[src/rtl/fetch_stage.sv]
// fetch_stage: instruction fetch with PC-tagged FIFO and redirect drain; define FETCH_BYPASS_EN for zero-latency bypass
module fetch_stage #(
  parameter logic [31:0] RESET_PC = 32'hBFC0_0000,
  parameter int          DEPTH    = 2
) (
  input  logic        clk,
  input  logic        rst_n,
  output logic        imem_req_o,
  output logic [31:0] imem_addr_o,
  input  logic        imem_gnt_i,
  input  logic        imem_rvalid_i,
  input  logic [31:0] imem_rdata_i,
  input  logic        redirect_i,
  input  logic [31:0] redirect_pc_i,
  output logic        instr_valid_o,
  input  logic        instr_ready_i,
  output logic [31:0] instr_o,
  output logic [31:0] pc_o,
  output logic [31:0] pc_plus4_o
);
  localparam int PW = $clog2(DEPTH);
  localparam int CW = $clog2(DEPTH + 1);
  localparam logic [CW:0] DEPTH_C = (CW + 1)'(DEPTH);
  localparam logic [31:0] NOP = 32'h0000_0013;
  typedef enum logic {RUN, DRAIN} state_t;
  state_t state;
  logic [31:0] fetch_pc;
  logic [CW-1:0] outstanding, fifo_cnt, drop, inflight;
  logic [PW-1:0] pq_wr, pq_rd, ff_wr, ff_rd;
  logic [31:0] pq_mem [DEPTH];
  logic [31:0] ff_pc [DEPTH];
  logic [31:0] ff_instr [DEPTH];
  logic gnt_fire, rv_fire, byp, byp_take, push, pop;
  logic [31:0] head_instr, head_pc;
  assign imem_req_o = rst_n && state == RUN && ({1'b0, outstanding} + {1'b0, fifo_cnt} < DEPTH_C);
  assign imem_addr_o = fetch_pc;
  assign gnt_fire = imem_req_o && imem_gnt_i;
  assign rv_fire = imem_rvalid_i && outstanding != '0;
  // in-flight count after this edge; a same-cycle grant counts, a same-cycle response does not
  assign inflight = outstanding + CW'(gnt_fire) - CW'(rv_fire);
`ifdef FETCH_BYPASS_EN
  assign byp = fifo_cnt == '0 && state == RUN && rv_fire && !redirect_i;
  assign head_instr = fifo_cnt != '0 ? ff_instr[ff_rd] : imem_rdata_i;
  assign head_pc = fifo_cnt != '0 ? ff_pc[ff_rd] : pq_mem[pq_rd];
`else
  assign byp = 1'b0;
  assign head_instr = ff_instr[ff_rd];
  assign head_pc = ff_pc[ff_rd];
`endif
  assign byp_take = byp && instr_ready_i;
  assign push = state == RUN && rv_fire && !redirect_i && !byp_take;
  assign pop = fifo_cnt != '0 && instr_ready_i;
  assign instr_valid_o = fifo_cnt != '0 || byp;
  assign instr_o = instr_valid_o ? head_instr : NOP;
  assign pc_o = instr_valid_o ? head_pc : '0;
  assign pc_plus4_o = instr_valid_o ? head_pc + 32'd4 : '0;
  always_ff @(posedge clk) begin
    if (gnt_fire) pq_mem[pq_wr] <= fetch_pc;
    if (push) begin
      ff_pc[ff_wr] <= pq_mem[pq_rd];
      ff_instr[ff_wr] <= imem_rdata_i;
    end
  end
  // while draining, drop mirrors outstanding since nothing new is requested
  always_ff @(posedge clk or negedge rst_n)
    if (!rst_n) begin
      state <= RUN;
      fetch_pc <= RESET_PC;
      outstanding <= '0;
      drop <= '0;
      fifo_cnt <= '0;
      pq_wr <= '0;
      pq_rd <= '0;
      ff_wr <= '0;
      ff_rd <= '0;
    end else if (redirect_i) begin
      fetch_pc <= redirect_pc_i & 32'hFFFF_FFFC;
      outstanding <= inflight;
      drop <= inflight;
      state <= inflight != '0 ? DRAIN : RUN;
      fifo_cnt <= '0;
      pq_wr <= '0;
      pq_rd <= '0;
      ff_wr <= '0;
      ff_rd <= '0;
    end else begin
      fetch_pc <= gnt_fire ? fetch_pc + 32'd4 : fetch_pc;
      outstanding <= inflight;
      pq_wr <= pq_wr + PW'(gnt_fire);
      pq_rd <= pq_rd + PW'(rv_fire && state == RUN);
      ff_wr <= ff_wr + PW'(push);
      ff_rd <= ff_rd + PW'(pop);
      fifo_cnt <= fifo_cnt + CW'(push) - CW'(pop);
      if (state == DRAIN && rv_fire) begin
        drop <= drop - CW'(1);
        state <= drop == CW'(1) ? RUN : DRAIN;
      end
    end
endmodule
[config.mk]
export PLATFORM = sky130hd
export DESIGN_NAME = fetch_stage
export DESIGN_NICKNAME = d
export VERILOG_FILES = /design/src/rtl/fetch_stage.sv
export SDC_FILE = /design/constraint.sdc
export NUM_CORES = 1
export LEC_CHECK = 0
export ABC_CLOCK_PERIOD_IN_PS = 2800
export CAP_MARGIN = 10
export CORE_ASPECT_RATIO = 1.25
export CORE_MARGIN = 2
export CORE_UTILIZATION = 50
export DETAILED_ROUTE_END_ITERATION = 16
export DONT_BUFFER_PORTS = 1
export PLACE_DENSITY = 0.7
export SKIP_CTS_REPAIR_TIMING = 1
export SLEW_MARGIN = 20
export SYNTH_ARGS = -nofsm -noshare
export SYNTH_HDL_FRONTEND = slang
export SYNTH_SLANG_ARGS = --single-unit
[constraint.sdc]
create_clock -name clk -period 2.8 [get_ports clk]
set_input_delay 0.84 -clock clk [delete_from_list [all_inputs] [get_ports clk]]
set_output_delay 0.84 -clock clk [all_outputs]
set_load 0.02 [all_outputs]
==> key figures <==
Layout
  • Fill cells: 1516
  • Fin cells: 1142
  • Synth-to-Final Area Change: 24.4%
  • Final core occ: 63.0%
  • Most common cell after layout, fill and taps aside: edfxtp_1
  • Most frequent cells in the layout: edfxtp_1 (184), buf_4 (78), nand2_1 (60)
  • Final nets: 938
  • Layout cell share with drive strength beyond 1: 34.7%
  • Antenna fix cells: 0

GRT
  • Initial antenna violation count: 1
  • First-pass GRT wire length: 32000 µm
  • Vias in the first global route: 6124
  • Total grt overflow: 0
  • Total GRT Usage: 18.5%
  • Largest net degree at the start of global routing: 75

Timing
  • Crit share post-route: 126%
  • Slew margin rel.: 51.7%
  • Layout Skew: 7.57 ps
  • Post-layout min period: 3530 ps
  • Hold Vio Cnt, Final: 0
  • Slew of the pin with the lowest slew margin: 725 ps
  • RSZ-0062 raised after global routing: true
  • Final setup viols: 33
  • Max-slew violation count: 0
  • Fmax: 283 MHz
  • Final worst slack: -729 ps

Clock tree
  • Clock Tree Root: clkbuf_16
  • Clock buffer depth: 3
  • Clock Latency Late Sink: 500 ps
  • # H-tree levels: 1
  • Clock transition at the registers of the reported paths: 60 ps
  • Total CTS buffers: 22
  • Clk sinks: 225
  • TritonCTS clock tree: yes

Logic synthesis
  • Post-synth top area cell: edfxtp_1
  • Yosys Warn Count: 0
  • Mean Syn Cell Area: 13.3 µm²
  • Asr flop ratio synth: 18.2%
  • FF+latch count, synth: 225
  • Post-synthesis cell count: 761
  • Main synth FF type: edfxtp_1
  • Post-synth EDFFs: 184
  • Top cell type's share of synthesized area: 54.5%
  • Post-Syn Area: 0.0101 mm²
  • Distinct cells, synth: 53
  • Register area share after synthesis: 64.7%
  • Synth area leaders: edfxtp_1 (54%), dfrtp_1 (7.9%), mux2i_1 (5.8%)

Route
  • Post-DRT Antenna Nets: 0
  • Via density: 5.48
  • WL final: 21800 µm
  • Initial drt markers: 320
  • Routed length per instance: 19.1 µm
  • DRC: 0
  • Vias: 6260
  • Drt first pass iters: 4

Die
  • Initial Utilization: 50.6%
  • Die height: 163 µm
  • Cell Rows: 58
  • I/O pins: 200
  • Core Area: 0.0200 mm²
  • Die Area: 0.0214 mm²
  • Die Wd: 131 µm

Status
  • Status: finished with violations
  • Failing checks: negative setup slack

Job
  • Max-Cap Viols: 0

Power and ir drop
  • VDD IR-drop max: 0.000397 V
  • Leakage power total: 4.34 nW
  • Power per Cell Area: 799 mW/mm²
  • Power consumption: 10.1 mW

Setup path
  • Crit path DAT: 2690 ps
  • Critical Path RT: 1960 ps
  • Crit start category: flop
  • Worst setup EP type: output port
  • Worst Setup EP: pc_plus4_o[27]
  • Setup CP Type: flop to output port
  • Critical path launch point: ff_rd
  • R2r setup slk: 80 ps
  • Worst reg2reg path endpoint: state
  • Crit Path Max Fanout: 6
  • Worst reg2reg path depth: 12
  • Worst r2r src: fifo_cnt[0]

Min path
  • Hold WC Path Type: input port to asynchronous set/reset pin

Placement
  • Final GP Congestion: 0.848
  • Placed Cells: 1080
  • IO Port Bufs: 0
  • Dpl hpwl: 14400 µm
## where the power goes
| part | switching (mW) | internal (mW) |
|---|---|---|
| clock network | 1.17 | 1.62 |
| registers | 0.281 | 3.92 |
| logic | 1.78 | 1.30 |
| total | 3.23 | 6.85 |
## layout make-up
cell class | instances | area [µm²] | share of cell area [%]
clock buffer | 32 | 651 | 5.16
clock inverter | 8 | 47.5 | 0.377
inverter | 16 | 63.8 | 0.506
multi-input combinational | 483 | 3920 | 31.1
sequential | 225 | 6570 | 52.1
tap | 270 | 338 | 2.68
timing repair buffer | 108 | 1030 | 8.13
## how the worst min path moves through the flow
| stage | startpoint | endpoint | slack [ps] | depth (start not counted) |
|---|---|---|---|---|
| after floorplan | outstanding[0] | outstanding[0] | 530 | 1 |
| after global routing | rst_n | imem_addr_o[30] | 10 | 0 |
| final | rst_n | imem_addr_o[30] | 40 | 0 |
| after CTS | rst_n | imem_addr_o[30] | 20 | 0 |
| after detailed placement | rst_n | imem_addr_o[30] | 550 | 0 |
| after global placement | rst_n | imem_addr_o[30] | 550 | 0 |
## cells by family after synthesis
group                      share of synthesized area [%]
buffers and inverters                               2.85
xor gates and xnor gates                            4.06
and+or+nand+nor                                     12.3
muxes                                               10.0
other                                             0.0370
AOI/OAI and AO/OA                                   4.41
DFF                                                 64.7
adders and majority gates                           1.55
## metrics by stage
step | hold slack (ps) | TNS [ps] | setup WS [ps] | area (µm²)
CTS | 16.5 | -23100 | -789 | 11800
detailed placement | 547 | -2860 | -253 | 11100
floorplan | 528 | -73190 | -589 | 10300
global route | 13.9 | -19590 | -832 | 12600
finish | 35.1 | -16180 | -729 | 12600
global placement | 546 | -2420 | -206 | 11100
## sequential cells by signal (all words and copies together) (netlist names)
name	count
pq_rd	1
drop	2
outstanding	2
ff_wr	1
state	1
fifo_cnt	2
ff_pc	60
pq_mem	60
ff_rd	1
pq_wr	1
imem_addr_o	30
ff_instr	64
## worst max-delay path: stages, from the launching register on
cell      delay, ps
dfrtp_4         520
buf_4           150
mux2i_1         160
a221oi_4        220
buf_6           170
nand4_4         170
buf_6           180
o31a_1          310
nor3_4          300
## synth_stat cells, drive strengths merged (19+ instances only)
library cell / count
edfxtp: 184
nor2: 85
nand2: 62
mux2i: 59
o21ai: 42
mux2: 38
xnor2: 37
dfrtp: 32
buf: 24
nand3: 23
clkbuf: 19
nor3: 19
## per-layer routing
metal	track usage (%)	part of all wire, %
met5	0	0
met4	4.89	2.5
met3	4.53	6.1
met2	32.2	50
met1	23.5	41
No activity file was read; power rests on OpenSTA's default activity.
